`config.mk`:
```
export PLATFORM = sky130hd
export DESIGN_NAME = countdown_display
export DESIGN_NICKNAME = d
export VERILOG_FILES = /design/src/rtl/countdown_display_pkg.sv /design/src/rtl/countdown_display_seg7_decode.sv /design/src/rtl/countdown_display.sv
export SDC_FILE = /design/constraint.sdc
export NUM_CORES = 1
export LEC_CHECK = 0
export CELL_PAD_IN_SITES_DETAIL_PLACEMENT = 1
export CELL_PAD_IN_SITES_GLOBAL_PLACEMENT = 1
export CORE_UTILIZATION = 46
export CTS_BUF_LIST = sky130_fd_sc_hd__clkbuf_16
export DETAILED_ROUTE_END_ITERATION = 6
export PLACE_DENSITY_LB_ADDON = 0.1
export SLEW_MARGIN = 20
export SYNTH_ARGS = -nofsm -noshare
export SYNTH_HDL_FRONTEND = slang
export SYNTH_HIERARCHICAL = 1
export SYNTH_SLANG_ARGS = --single-unit
```
`constraint.sdc`:
```
create_clock -name clk -period 7.6 [get_ports clk]
set_input_delay 1.14 -clock clk [delete_from_list [all_inputs] [get_ports clk]]
set_output_delay 1.14 -clock clk [all_outputs]
set_load 0.02 [all_outputs]
```
`src/rtl/countdown_display_pkg.sv`:
```
// Shared constants and types for the countdown display controller.
package countdown_display_pkg;

   // Codes driven by the game controller on game_state.
   localparam logic [7:0] GS_IDLE     = 8'h00;
   localparam logic [7:0] GS_ARMED    = 8'h10;
   localparam logic [7:0] GS_DEFUSED  = 8'h20;
   localparam logic [7:0] GS_EXPLODED = 8'h30;

   // Display FSM states.
   typedef enum logic [2:0] {
      ST_IDLE    = 3'd0,
      ST_RUN     = 3'd1,
      ST_WARN    = 3'd2,
      ST_EXPIRED = 3'd3,
      ST_DEFUSED = 3'd4
   } state_t;

   // Active-low segment patterns {g,f,e,d,c,b,a}.
   localparam logic [6:0] SEG_BLANK = 7'h7F;
   localparam logic [6:0] SEG_DASH  = 7'b0111111;

   localparam int BLINK_W = 24;

   // True when all three time digits read zero.
   function automatic logic digits_zero(input logic [3:0] d2, input logic [3:0] d1,
                                        input logic [3:0] d0);
      return (d2 == 4'd0) && (d1 == 4'd0) && (d0 == 4'd0);
   endfunction

endpackage

```
`src/rtl/countdown_display_seg7_decode.sv`:
```
// BCD to active-low seven-segment decoder; codes 10..15 show a dash.
module seg7_decode
   import countdown_display_pkg::*;
(
   input  logic [3:0] digit,
   output logic [6:0] seg
);

   // Pure lookup, no state.
   always_comb begin
      seg = SEG_DASH;
      case (digit)
         4'd0: seg = 7'b1000000;
         4'd1: seg = 7'b1111001;
         4'd2: seg = 7'b0100100;
         4'd3: seg = 7'b0110000;
         4'd4: seg = 7'b0011001;
         4'd5: seg = 7'b0010010;
         4'd6: seg = 7'b0000010;
         4'd7: seg = 7'b1111000;
         4'd8: seg = 7'b0000000;
         4'd9: seg = 7'b0010000;
         default: seg = SEG_DASH;
      endcase
   end

endmodule

```
`src/rtl/countdown_display.sv`:
```
// Countdown display controller: drives three seven-segment digits from the
// countdown stage, blinks them in the last seconds, flashes dashes on expiry
// and freezes the remaining time when defused.
//
// state      | meaning
// -----------+------------------------------------------------------------
// ST_IDLE    | not armed, live digits shown steady
// ST_RUN     | armed, live digits shown steady
// ST_WARN    | only ones digit left, live digits blink at BLINK_HALF rate
// ST_EXPIRED | time ran out or exploded, dashes blink until game_state idle
// ST_DEFUSED | digits latched on entry shown steady until game_state idle
//
// All outputs are registered and reflect the state being entered on the
// same edge, so an input digit change shows on hexN one cycle later.
module countdown_display
   import countdown_display_pkg::*;
#(
   parameter int BLINK_HALF = 12500000
) (
   input  logic       clk,
   input  logic       reset,
   input  logic [7:0] game_state,
   input  logic [3:0] value_three,
   input  logic [3:0] value_two,
   input  logic [3:0] value_one,
   output logic [6:0] hex2,
   output logic [6:0] hex1,
   output logic [6:0] hex0,
   output logic       warning,
   output logic       time_up
);

   localparam logic [BLINK_W-1:0] BLINK_LIM = BLINK_W'(BLINK_HALF - 1);

   state_t             state, state_nx;
   logic [BLINK_W-1:0] blink_cnt, blink_cnt_nx;
   logic               blink_off, blink_off_nx;
   logic [3:0]         lat2, lat1, lat0;
   logic [3:0]         lat2_nx, lat1_nx, lat0_nx;
   logic [3:0]         src2, src1, src0;
   logic [6:0]         seg2, seg1, seg0;
   logic [6:0]         hex2_nx, hex1_nx, hex0_nx;
   logic               expire_pulse;
   logic               all_zero, warn_digits;

   assign all_zero    = digits_zero(value_three, value_two, value_one);
   assign warn_digits = (value_three == 4'd0) && (value_two == 4'd0) && (value_one != 4'd0);

   // Next-state decision; defuse and external codes take priority over expiry.
   always_comb begin
      state_nx     = state;
      expire_pulse = 1'b0;
      case (state)
         ST_IDLE: begin
            if (game_state == GS_ARMED) state_nx = ST_RUN;
         end
         ST_RUN, ST_WARN: begin
            if (game_state == GS_DEFUSED)       state_nx = ST_DEFUSED;
            else if (game_state == GS_EXPLODED) state_nx = ST_EXPIRED;
            else if (game_state == GS_IDLE)     state_nx = ST_IDLE;
            else if (game_state == GS_ARMED && all_zero) begin
               state_nx     = ST_EXPIRED;
               expire_pulse = 1'b1;
            end
            else if (state == ST_RUN && warn_digits) state_nx = ST_WARN;
         end
         ST_EXPIRED, ST_DEFUSED: begin
            if (game_state == GS_IDLE) state_nx = ST_IDLE;
         end
         default: state_nx = ST_IDLE;
      endcase
   end

   // Blink phase restarts visible on every state entry.
   always_comb begin
      blink_cnt_nx = blink_cnt + 1'b1;
      blink_off_nx = blink_off;
      if (state_nx != state) begin
         blink_cnt_nx = '0;
         blink_off_nx = 1'b0;
      end
      else if (blink_cnt == BLINK_LIM) begin
         blink_cnt_nx = '0;
         blink_off_nx = ~blink_off;
      end
   end

   // Capture the live digits on the edge that enters DEFUSED.
   always_comb begin
      lat2_nx = lat2;
      lat1_nx = lat1;
      lat0_nx = lat0;
      if (state_nx == ST_DEFUSED && state != ST_DEFUSED) begin
         lat2_nx = value_three;
         lat1_nx = value_two;
         lat0_nx = value_one;
      end
   end

   assign src2 = (state_nx == ST_DEFUSED) ? lat2_nx : value_three;
   assign src1 = (state_nx == ST_DEFUSED) ? lat1_nx : value_two;
   assign src0 = (state_nx == ST_DEFUSED) ? lat0_nx : value_one;

   seg7_decode u_dec2 (.digit(src2), .seg(seg2));
   seg7_decode u_dec1 (.digit(src1), .seg(seg1));
   seg7_decode u_dec0 (.digit(src0), .seg(seg0));

   // Segment selection for the state being entered.
   always_comb begin
      hex2_nx = SEG_BLANK;
      hex1_nx = SEG_BLANK;
      hex0_nx = SEG_BLANK;
      case (state_nx)
         ST_IDLE, ST_RUN, ST_DEFUSED: begin
            hex2_nx = seg2;
            hex1_nx = seg1;
            hex0_nx = seg0;
         end
         ST_WARN: begin
            hex2_nx = blink_off_nx ? SEG_BLANK : seg2;
            hex1_nx = blink_off_nx ? SEG_BLANK : seg1;
            hex0_nx = blink_off_nx ? SEG_BLANK : seg0;
         end
         ST_EXPIRED: begin
            hex2_nx = blink_off_nx ? SEG_BLANK : SEG_DASH;
            hex1_nx = blink_off_nx ? SEG_BLANK : SEG_DASH;
            hex0_nx = blink_off_nx ? SEG_BLANK : SEG_DASH;
         end
         default: begin
            hex2_nx = SEG_BLANK;
            hex1_nx = SEG_BLANK;
            hex0_nx = SEG_BLANK;
         end
      endcase
   end

   // State, blink timer, latched digits and all outputs.
   always_ff @(posedge clk) begin
      if (reset) begin
         state     <= ST_IDLE;
         blink_cnt <= '0;
         blink_off <= 1'b0;
         lat2      <= 4'd0;
         lat1      <= 4'd0;
         lat0      <= 4'd0;
         hex2      <= SEG_BLANK;
         hex1      <= SEG_BLANK;
         hex0      <= SEG_BLANK;
         warning   <= 1'b0;
         time_up   <= 1'b0;
      end
      else begin
         state     <= state_nx;
         blink_cnt <= blink_cnt_nx;
         blink_off <= blink_off_nx;
         lat2      <= lat2_nx;
         lat1      <= lat1_nx;
         lat0      <= lat0_nx;
         hex2      <= hex2_nx;
         hex1      <= hex1_nx;
         hex0      <= hex0_nx;
         warning   <= (state_nx == ST_WARN);
         time_up   <= expire_pulse;
      end
   end

endmodule

```
==> impl_summary.log <==
[metrics] internal power component: 0.669 mW
[metrics] post-route core utilization: 58.2%
[metrics] net count of the finished layout: roughly 470
[metrics] combinational family with the most area after synthesis: simple AND/OR/NAND/NOR gates
[metrics] Crit Reg-Reg Startpoint: state[0]
[metrics] register area share after synthesis: 35.6%
[metrics] gpl congestion: 0.778
[metrics] count of filler cells inserted in the layout: 841
[metrics] kind of cell adding the most delay to the critical path: simple AND/OR/NAND/NOR gates
[metrics] Worst path slowest cell: or4_4
[metrics] Avg Inst Size Synth: ~9.0 um^2
[metrics] post-synthesis instance area: 0.00354 mm^2
[metrics] mux contribution to synthesized area: 8.06%
[metrics] Reg2Reg Setup Slack: about 4.8 ns
[metrics] total power density per cell area: roughly 200 mW/mm^2
[metrics] post-route total power: 0.865 mW
[metrics] worst setup path category: input port to flip-flop
[metrics] cell depth of the worst flop-to-flop path: 6
[metrics] largest fanout of any net on the critical path: 12
[metrics] Area after DPL: about 0.0040 mm^2
[metrics] cell-by-cell trace of the critical path: clkdlybuf4s50_1, or4_4, nor3_1, nor3_1, buf_4, mux2_2, inv_1, ha_1, mux2i_1, a22oi_1, or2_2
[metrics] fraction of synthesis flops using an asynchronous set or reset pin: 0%
[metrics] post-synthesis instance total: 393
[metrics] kind of end point of the critical path: flip-flop
[metrics] Worst-path clk slew: about 0.050 ns
[metrics] leakage power total: around 1.6 nW
[metrics] non-filler cells, final: approximately 530
[metrics] combined global-route utilization of all metal layers: a little over a fifth
[metrics] critical path endpoint: hex0[3]
[metrics] maximum ir drop on the vdd rail: between 0.0001 and 0.00015 V
[metrics] cell types occupying the most area after synthesis: dfxtp_1 36%, nor2_1 6.2%, ha_1 5.7%
[metrics] first-pass GRT wire length: ~14,000 um
[metrics] worst slew pin tran: between 0.8 and 0.9 ns
[metrics] CTS Hold Bufs: 0
[metrics] CP Data Required Time: around 7.8 ns
[metrics] total of cells resized after clock tree synthesis: 0
[metrics] remaining max-slew budget at the tightest pin: approximately 43%
[metrics] count of standard-cell rows: 31
[metrics] vias in the first global route: ~3,000
[metrics] worst setup timing slack at the placement stage: between 3 and 4 ns
[metrics] effective utilization at floorplan: 48.3%
[metrics] Yosys top cell by area: dfxtp_1
[metrics] endpoint of the most critical register-to-register path: blink_cnt[13]
[metrics] CP Depth: 11
[metrics] area share of and/or/nand/nor cells after synthesis: a little over a quarter
[metrics] number of optimization iterations in the first detailed-route pass: 4
[metrics] number of buffers created by CTS: 9
[metrics] adder-cell area share of the yosys netlist: ~5.7%
[metrics] slack of the critical path: roughly 3.8 ns
[metrics] xor and xnor fraction of the mapped netlist area: 5.69%
[metrics] final critical path time including I/O delays and setup: between 3 and 4 ns
[metrics] crit path launch type: input port
[metrics] sequential cell fraction of total power: between 30% and 40%
[metrics] via total after detailed routing: ~2,900
[metrics] max-slew violation count: 0
[metrics] setup repair after global routing missed its margin: no
[metrics] area share of the largest cell type after synthesis: a little over a third
[metrics] combinational fraction of design power: ~11%
[metrics] fmax: 0.264 GHz
[metrics] number of different library cells in the post-synthesis netlist: just over 60
[metrics] worst hold-check slack: 0.465 ns
[metrics] synthesized flop and latch total: 63
[metrics] antenna-violating nets left: 0
[metrics] placeable core region: 0.00733 mm^2
[metrics] accumulated negative setup slack: 0 ns
[metrics] num ports: 45
[metrics] slowest stage delay, CP: about 0.57 ns
[metrics] mean number of vias per cell: about 5.4
[metrics] result of the run: complete, no violations
[metrics] CP Launch Point: game_state[7]
[metrics] final routed wire length divided by cell count: ~15 um
[metrics] clock power share: about half
[metrics] count of flip-flops with a built-in enable after synthesis: 0
[metrics] area grow syn2layout: 20.5%
[metrics] overflow left after global routing: 0
[metrics] final critical-path share of the clock period: about 50%
[metrics] largest net degree at the start of global routing: 25
[metrics] die extent in x: roughly 90 um
[metrics] number of synthesis warnings: 6
[metrics] Root Buffer: clkbuf_16
[metrics] number of buffers added for setup after CTS: 0
[metrics] total number of H-tree levels: 3
[metrics] total detailed-routing wirelength: 8170 um
[metrics] arrival time reported for the critical path endpoint: between 3 and 4 ns
[metrics] most used flip-flop cell after synthesis: dfxtp_1
[metrics] DP Wirelength: between 5000 and 6000 um
[metrics] number of antenna violations at the first check in global routing: 0
[metrics] die area: ~0.0080 mm^2
[metrics] count of endpoints failing hold in the final timing report: 0
[metrics] max-capacitance violation count: 0
[metrics] number of sinks handled by clock tree synthesis: 63
[metrics] ANT cells: 0
[metrics] maximum count of clock buffers along a single path: 2
[metrics] Net Sw Power: slightly below 0.2 mW
[metrics] TritonCTS clock tree: done
[metrics] Setup-failing EPs final: 0
[metrics] Port Buf Inserts: 44
[metrics] total nets after synthesis: around 430
[metrics] y dimension of the die: between 80 and 90 um
[metrics] number of buffers and inverters on the critical path: 3
[metrics] Post-Layout Inst Area: between 0.004 and 0.005 mm^2
[metrics] setup skew after layout: ~0.0085 ns
[metrics] CP most frequent cell: nor3_1
[metrics] number of cells in the design after placement: ~520
[metrics] fraction of layout cells with a size suffix above 1: between 10% and 20%
[metrics] clock insertion delay at the later pin of the skew report: ~0.32 ns
[metrics] DRC: 0
[metrics] class of the worst hold path: flip-flop to flip-flop
[metrics] Initial DRC Count: 97
[metrics] Switching Fraction: 22.6%
[metrics] area fraction in compound gates after synthesis: between 10% and 20%
## synthesized netlist by cell type, drive strengths merged (6+ instances only)
master,number
nor4,7
nand2,14
dfxtp,63
a21o,6
mux2,12
nor3,9
ha,16
nand3,13
nand2b,6
nor2,59
mux2i,15
a21oi,13
o21ai,6
inv,16
or2,23
xor2,14
xnor2,9
buf,16
a31oi,6
nand4,8
## worst reg2reg max path: cells and delay by family, from the launching register on
family	cells	cell delay, ns
and+or+nand+nor	2	0.87
AOI/OAI and AO/OA	4	1.11
DFF	1	0.69
## cells in the final DEF (no fill, tap or decap), drive strengths merged, types with 5 or more instances in the layout
cell and count:
nor2 59, xnor2 9, xor2 14, a21oi 13, o21ai 6, mux2i 15, a22oi 5, and3b 5
nor4 7, nand4 8, nand2 14, nor3 9, mux2 12, dfxtp 63, a21o 6, clkbuf 9
inv 17, or2 23, clkdlybuf4s50 44, nand2b 6, ha 16, a31oi 6, and2b 5, nand3 13
## sequential cells by signal, indices dropped and copies added, names as in the netlist
signal / cells
lat0: 4
hex2: 7
lat1: 4
state: 3
time_up: 1
hex0: 7
blink_off: 1
warning: 1
lat2: 4
blink_cnt: 24
hex1: 7
## cells by family after synthesis
group,Yosys count
buffers and inverters,35
AND/OR/NAND/NOR,173
flip-flops,63
AO/OA/AOI/OAI,56
adder cells (fa/ha/maj),16
multiplexers,27
XOR/XNOR,23
## power by group through the flow
stage | registers, mW | logic [mW] | clock network (mW)
after floorplan | 0.361 | 0.0503 | 0
after global placement | 0.351 | 0.0945 | 0
after detailed placement | 0.351 | 0.0967 | 0
after CTS | 0.344 | 0.0976 | 0.433
after global routing | 0.345 | 0.106 | 0.446
final | 0.344 | 0.0965 | 0.424
## metal layers
| metal | vias up | routed length (um) | GRT usage (%) |
|---|---|---|---|
| met2 | 37 | 4170 | 39.1 |
| met1 | 1389 | 3680 | 24.5 |
| met3 | 9 | 225 | 5.25 |
| met5 | - | 0 | 0 |
| met4 | 0 | 97 | 6.28 |
| li1 | 1441 | - | - |
## worst min-delay path by stage
stage,from,endpoint,slack [ns],cells after the start
after floorplan,blink_cnt[0],blink_cnt[0],0.43,1
after global placement,blink_cnt[0],blink_cnt[0],0.45,1
after detailed placement,blink_cnt[0],blink_cnt[0],0.46,1
after CTS,blink_cnt[0],blink_cnt[0],0.47,1
after global routing,blink_cnt[0],blink_cnt[0],0.48,1
final,blink_cnt[0],blink_cnt[0],0.46,1
## cell type report
cell class / instances / area, um^2 / area share (%)
inverters: 16 / 60.1 / 1.41
flip-flops and latches: 63 / 1260 / 29.6
multi-input cells: 295 / 2060 / 48.3
clock buffers: 9 / 225 / 5.28
clock inverters: 6 / 77.6 / 1.82
repair buffers: 46 / 455 / 10.7
well taps: 99 / 124 / 2.90
(Power assumes the default switching activity.)
